[src/rtl/clk_int_div_multi.sv]
// clk_int_div_multi: NUM_CH runtime-programmable integer clock dividers
// with boundary-aligned ratio updates, glitch-free enable and settle flag.
module clk_int_div_multi #(
   parameter int NUM_CH      = 4,
   parameter int DIV_WIDTH   = 16,
   parameter int DEFAULT_DIV = 2,
   parameter int DONE_DELAY  = 3
) (
   input  logic                        clk_i,
   input  logic                        rst_n_i,
   input  logic [NUM_CH-1:0]           en_i,
   input  logic [NUM_CH*DIV_WIDTH-1:0] div_i,
   input  logic [NUM_CH-1:0]           div_valid_i,
   output logic [NUM_CH-1:0]           div_ready_o,
   output logic [NUM_CH-1:0]           div_done_o,
   output logic [NUM_CH-1:0]           clk_trg_o,
   output logic [NUM_CH-1:0]           clk_o
);

   localparam int DW = $clog2(DONE_DELAY + 1);

   typedef logic [DIV_WIDTH-1:0] div_t;
   typedef logic [DW-1:0]        dcnt_t;
   typedef enum logic {IDLE, RUN} state_t;

   localparam div_t  DEF  = div_t'(DEFAULT_DIV);
   localparam div_t  TWO  = div_t'(2);
   localparam div_t  ONE  = div_t'(1);
   localparam dcnt_t DMAX = dcnt_t'(DONE_DELAY);

   for (genvar c = 0; c < NUM_CH; c++) begin : g_ch
      state_t state_q, state_d;
      div_t   cnt_q, cnt_d;
      div_t   rat_q, rat_d;
      div_t   shd_q, shd_d;
      logic   pend_q, pend_d;
      logic   clk_q, clk_d;
      dcnt_t  done_q, done_d;
      div_t   raw, req;
      logic   acc, last;

      assign raw  = div_i[c*DIV_WIDTH +: DIV_WIDTH];
      assign req  = (raw < TWO) ? TWO : raw;
      assign acc  = div_valid_i[c] & ~pend_q;
      assign last = (state_q == RUN) && (cnt_q == rat_q - ONE);

      always_ff @(posedge clk_i or negedge rst_n_i) begin
         if (!rst_n_i) begin
            state_q <= IDLE;
            cnt_q   <= '0;
            rat_q   <= DEF;
            shd_q   <= '0;
            pend_q  <= 1'b0;
            clk_q   <= 1'b0;
            done_q  <= '0;
         end else begin
            state_q <= state_d;
            cnt_q   <= cnt_d;
            rat_q   <= rat_d;
            shd_q   <= shd_d;
            pend_q  <= pend_d;
            clk_q   <= clk_d;
            done_q  <= done_d;
         end
      end

      always_comb begin
         state_d = state_q;
         cnt_d   = cnt_q;
         rat_d   = rat_q;
         shd_d   = shd_q;
         pend_d  = pend_q;
         clk_d   = clk_q;
         done_d  = done_q;
         unique case (state_q)
            IDLE: begin
               if (acc) begin
                  rat_d  = req;
                  done_d = '0;
               end
               if (en_i[c]) begin
                  state_d = RUN;
                  cnt_d   = '0;
                  clk_d   = 1'b1;
               end
            end
            RUN: begin
               if (last) begin
                  cnt_d = '0;
                  // a same-cycle request wins; shadow is empty then
                  if (acc) begin
                     rat_d  = req;
                     done_d = '0;
                  end else if (pend_q) begin
                     rat_d  = shd_q;
                     pend_d = 1'b0;
                     done_d = '0;
                  end else if (done_q != DMAX) begin
                     done_d = done_q + dcnt_t'(1);
                  end
                  if (!en_i[c]) begin
                     state_d = IDLE;
                     clk_d   = 1'b0;
                  end else begin
                     clk_d = 1'b1;
                  end
               end else begin
                  cnt_d = cnt_q + ONE;
                  clk_d = cnt_d < (rat_q >> 1);
                  if (acc) begin
                     shd_d  = req;
                     pend_d = 1'b1;
                  end
               end
            end
            default: state_d = IDLE;
         endcase
      end

      assign clk_o[c]       = clk_q;
      assign clk_trg_o[c]   = last;
      assign div_ready_o[c] = ~pend_q;
      assign div_done_o[c]  = (done_q == DMAX);
   end

endmodule

[config.mk]
export PLATFORM = sky130hd
export DESIGN_NAME = clk_int_div_multi
export DESIGN_NICKNAME = d
export VERILOG_FILES = /design/src/rtl/clk_int_div_multi.sv
export SDC_FILE = /design/constraint.sdc
export NUM_CORES = 1
export LEC_CHECK = 0
export ABC_AREA = 1
export BUFFER_PORTS_ARGS = -buffer_cell sky130_fd_sc_hd__buf_2
export CORE_UTILIZATION = 30
export CTS_CLUSTER_SIZE = 25
export DETAILED_ROUTE_END_ITERATION = 16
export GPL_TIMING_DRIVEN = 0
export PLACE_DENSITY = 0.44
export SLEW_MARGIN = 25
export SYNTH_ARGS = -nofsm -noshare
export SYNTH_HDL_FRONTEND = slang
export SYNTH_SLANG_ARGS = --single-unit
[constraint.sdc]
create_clock -name clk_i -period 5.15 [get_ports clk_i]
set_input_delay 0.515 -clock clk_i [delete_from_list [all_inputs] [get_ports clk_i]]
set_output_delay 0.515 -clock clk_i [all_outputs]
set_load 0.02 [all_outputs]
==> flow_metrics.tcl <==
set metrics [dict create \
    wl_per_cell_um 14.4 \
    synth_common_cells "nand2_1 (705), inv_1 (289), dfrtp_1 (208)" \
    maxSlewHeadroom_pct 52.4 \
    yosysMostFrequentCell "nand2_1" \
    grt_pass1_vias 13700 \
    rows 82 \
    drt-vias-per-instance 4.69 \
    detail-route-antenna-nets 0 \
    fillers 5543 \
    htreeDepth 1 \
    io_pins 90 \
    dp_hpwl_um 33600 \
    clk_latency_ns 0.56 \
    synthFlopType "dfrtp_1" \
    status "finished, final reports clean" \
    critPathArrivalTime_ns 2.96 \
    peakVddDrop_v 0.000193 \
    tritoncts "yes" \
    clkSinkCount 212 \
    drv_slew 0 \
    drc_errors 0 \
    critical_path_class "flip-flop to output port" \
    fin_crit_sh_pct 67.5 \
    synthTopCellsByArea "dfrtp_1 (34%), nand2_1 (17%), inv_1 (7.1%)" \
    grt_usage_pct 17.1 \
    finalWorstSetupSlack_ns 1.67 \
    synthArstFlopShare_pct 100 \
    wirelength_um 43200 \
    netlist_area_sq_um 15200 \
    seqCellArea_sq_um 5310 \
    syn_inst 2177 \
    fmax_mhz 288 \
    place_congestion 0.821 \
    root_buffer "clkbuf_16" \
    required_ns 4.64 \
    vias 14000 \
    grt_setup_unrepaired "no" \
    synth_seq_cells 212 \
    hold_viol_final 0 \
    synth_nets 2319 \
    startpoint_type "flip-flop" \
    worst_clock_skew_ns 0.0122 \
    cts_made_buffers 27 \
    clockBufferDepth 3 \
    p_per_area_nw_per_um2 513 \
    syn_to_final_growth_pct 15.0 \
    endpoint_kind "output port" \
    multi_input_area_sq_um 8410 \
    critical_path.max_fanout 4 \
    yosysWarnings 0 \
    grt_pass1_wl_um 71300 \
    overflow 0 \
    setup_viol 0 \
    first_pass_iters 5 \
    post-place-ws_ns 2.09 \
    hold_class "input port to flip-flop" \
    core-area_sq_um 50100 \
    synth_cell_types 50 \
    synth-edff-count 0 \
    die_w_um 227 \
    post-route-util_pct 35.0 \
    period_minus_slack_ns 3.48 \
    clkTransAtPathRegs_ns 0.06 \
    seq_area_frac_synth_pct 34.9 \
    diodes 0 \
    p_leak_uw 0.00923 \
    start_util_pct 30.4 \
    drive_gt1_share_pct 10.7 \
    portBuffers 89 \
    grt_start_max_net_pins 86 \
    drt_iter0_markers 779 \
    antenna_found_initial 1 \
    tightest_slew_ns 0.710 \
    synth.top_cell.area_share_pct 34.2 \
    dieArea_sq_um 51600 \
    cap_viol_max_count 0 \
    nets 2440 \
    setup-tns-final_ns 0 \
    yosys.area.top_type "dfrtp_1" \
    syn_avg_cell_area_sq_um 6.99 \
    fp.dieH_um 227 \
]
==> worst max-delay path: stages, from the launching register on <==
cell and delay, ns:
dfstp_2 0.56, inv_1 0.05, ha_1 0.27, or2_2 0.30
a21oi_1 0.24, o21ai_0 0.13, nor2_1 0.10, nand3_1 0.10
nor3_1 0.13, nand2_1 0.09, nor3_1 0.15, buf_4 0.14
buf_2 0.15
==> cell usage in the layout (no fill, tap or decap), drive strengths merged <==
cell and n:
a211oi 2, a21boi 1, a21o 1, a21oi 39, a22o 1, a31oi 1, and2 4, and3 3
buf 127, bufinv 4, clkbuf 69, clkinv 3, dfrtp 208, dfstp 4, dlygate4sd3 1, ha 68
inv 297, mux2 11, mux2i 2, nand2 720, nand2b 1, nand3 109, nand3b 16, nand4 101
nor2 192, nor3 31, nor3b 1, nor4 3, o2111ai 3, o211ai 5, o21a 1, o21ai 138
o21bai 2, o22ai 40, o31ai 1, or2 7, xnor2 18, xor2 83
==> flip-flops by register name (all words and copies together) (netlist names) <==
signal        flops
g_ch.clk_q        4
g_ch.cnt_q       64
g_ch.done_q       8
g_ch.pend_q       4
g_ch.rat_q       64
g_ch.shd_q       64
g_ch.state_q      4
==> cells by family (layout without fill, tap and decap cells) <==
group	after synthesis	count (layout)	share of synthesized area, %
adder cells (fa/ha/maj)	68	68	5.59
multiplexers	13	13	0.945
AND/OR/NAND/NOR	1188	1188	34.5
flip-flops	212	212	34.9
buffers and inverters	360	501	9.90
AO/OA/AOI/OAI	235	235	8.38
XOR/XNOR	101	101	5.81
==> path summary, 6_finish.rpt <==
| check | startpoint | endpoint | slack (ns) | cells after the start |
|---|---|---|---|---|
| max in group asynchronous | rst_n_i | g_ch[3].rat_q[1] | 3.44 | 4 |
| worst max register to register | g_ch[3].cnt_q[0] | g_ch[3].clk_q | 2.06 | 18 |
| worst min-delay path | en_i[2] | g_ch[2].state_q | 0.18 | 3 |
| min in group asynchronous | rst_n_i | g_ch[0].shd_q[8] | 0.48 | 2 |
| worst min register to register | g_ch[3].shd_q[1] | g_ch[3].shd_q[1] | 0.46 | 2 |
| worst max-delay path | g_ch[2].rat_q[1] | clk_trg_o[2] | 1.67 | 12 |
==> final cells by class <==
class                   count  share of cell area, %
plain buffers              62                   2.22
clock buffers              43                   4.49
clock inverters             6                  0.744
inverters                 298                   6.39
multi-input cells        1605                   48.0
flip-flops and latches    212                   30.3
well taps                 672                   4.80
repair buffers             92                   2.97
==> stage by stage <==
stage / instances / area (sq um) / total power, uW / hold WS [ns]
global placement: 2938 / 16500 / 6930 / 0.448
CTS: 2990 / 17500 / 9100 / 0.143
floorplan: 2177 / 15200 / 5910 / 0.219
detailed placement: 2940 / 16600 / 7010 / 0.453
finish: 2990 / 17500 / 8980 / 0.183
global route: 2990 / 17500 / 9880 / 0.186
==> power by group <==
part           total [uW]  switching [uW]  internal [uW]
logic                4200            2610           1590
registers            2790             575           2210
clock network        2000             766           1230
total                8980            3950           5040
==> routing by layer <==
metal,wire length [um],vias up,share of wire [%],GRT usage [%]
li1,-,7271,-,-
met1,20900,6510,48,23.4
met2,20000,207,46,28.6
met3,1310,45,3.0,2.04
met4,921,2,2.1,3.75
met5,13,-,0.030,0
==> what timing repair did <==
action,in CTS,in global routing
hold buffers,1,0
resized for setup,0,0
setup buffers,0,0
endpoints found under the hold margin,52,0
(Power assumes the default switching activity.)
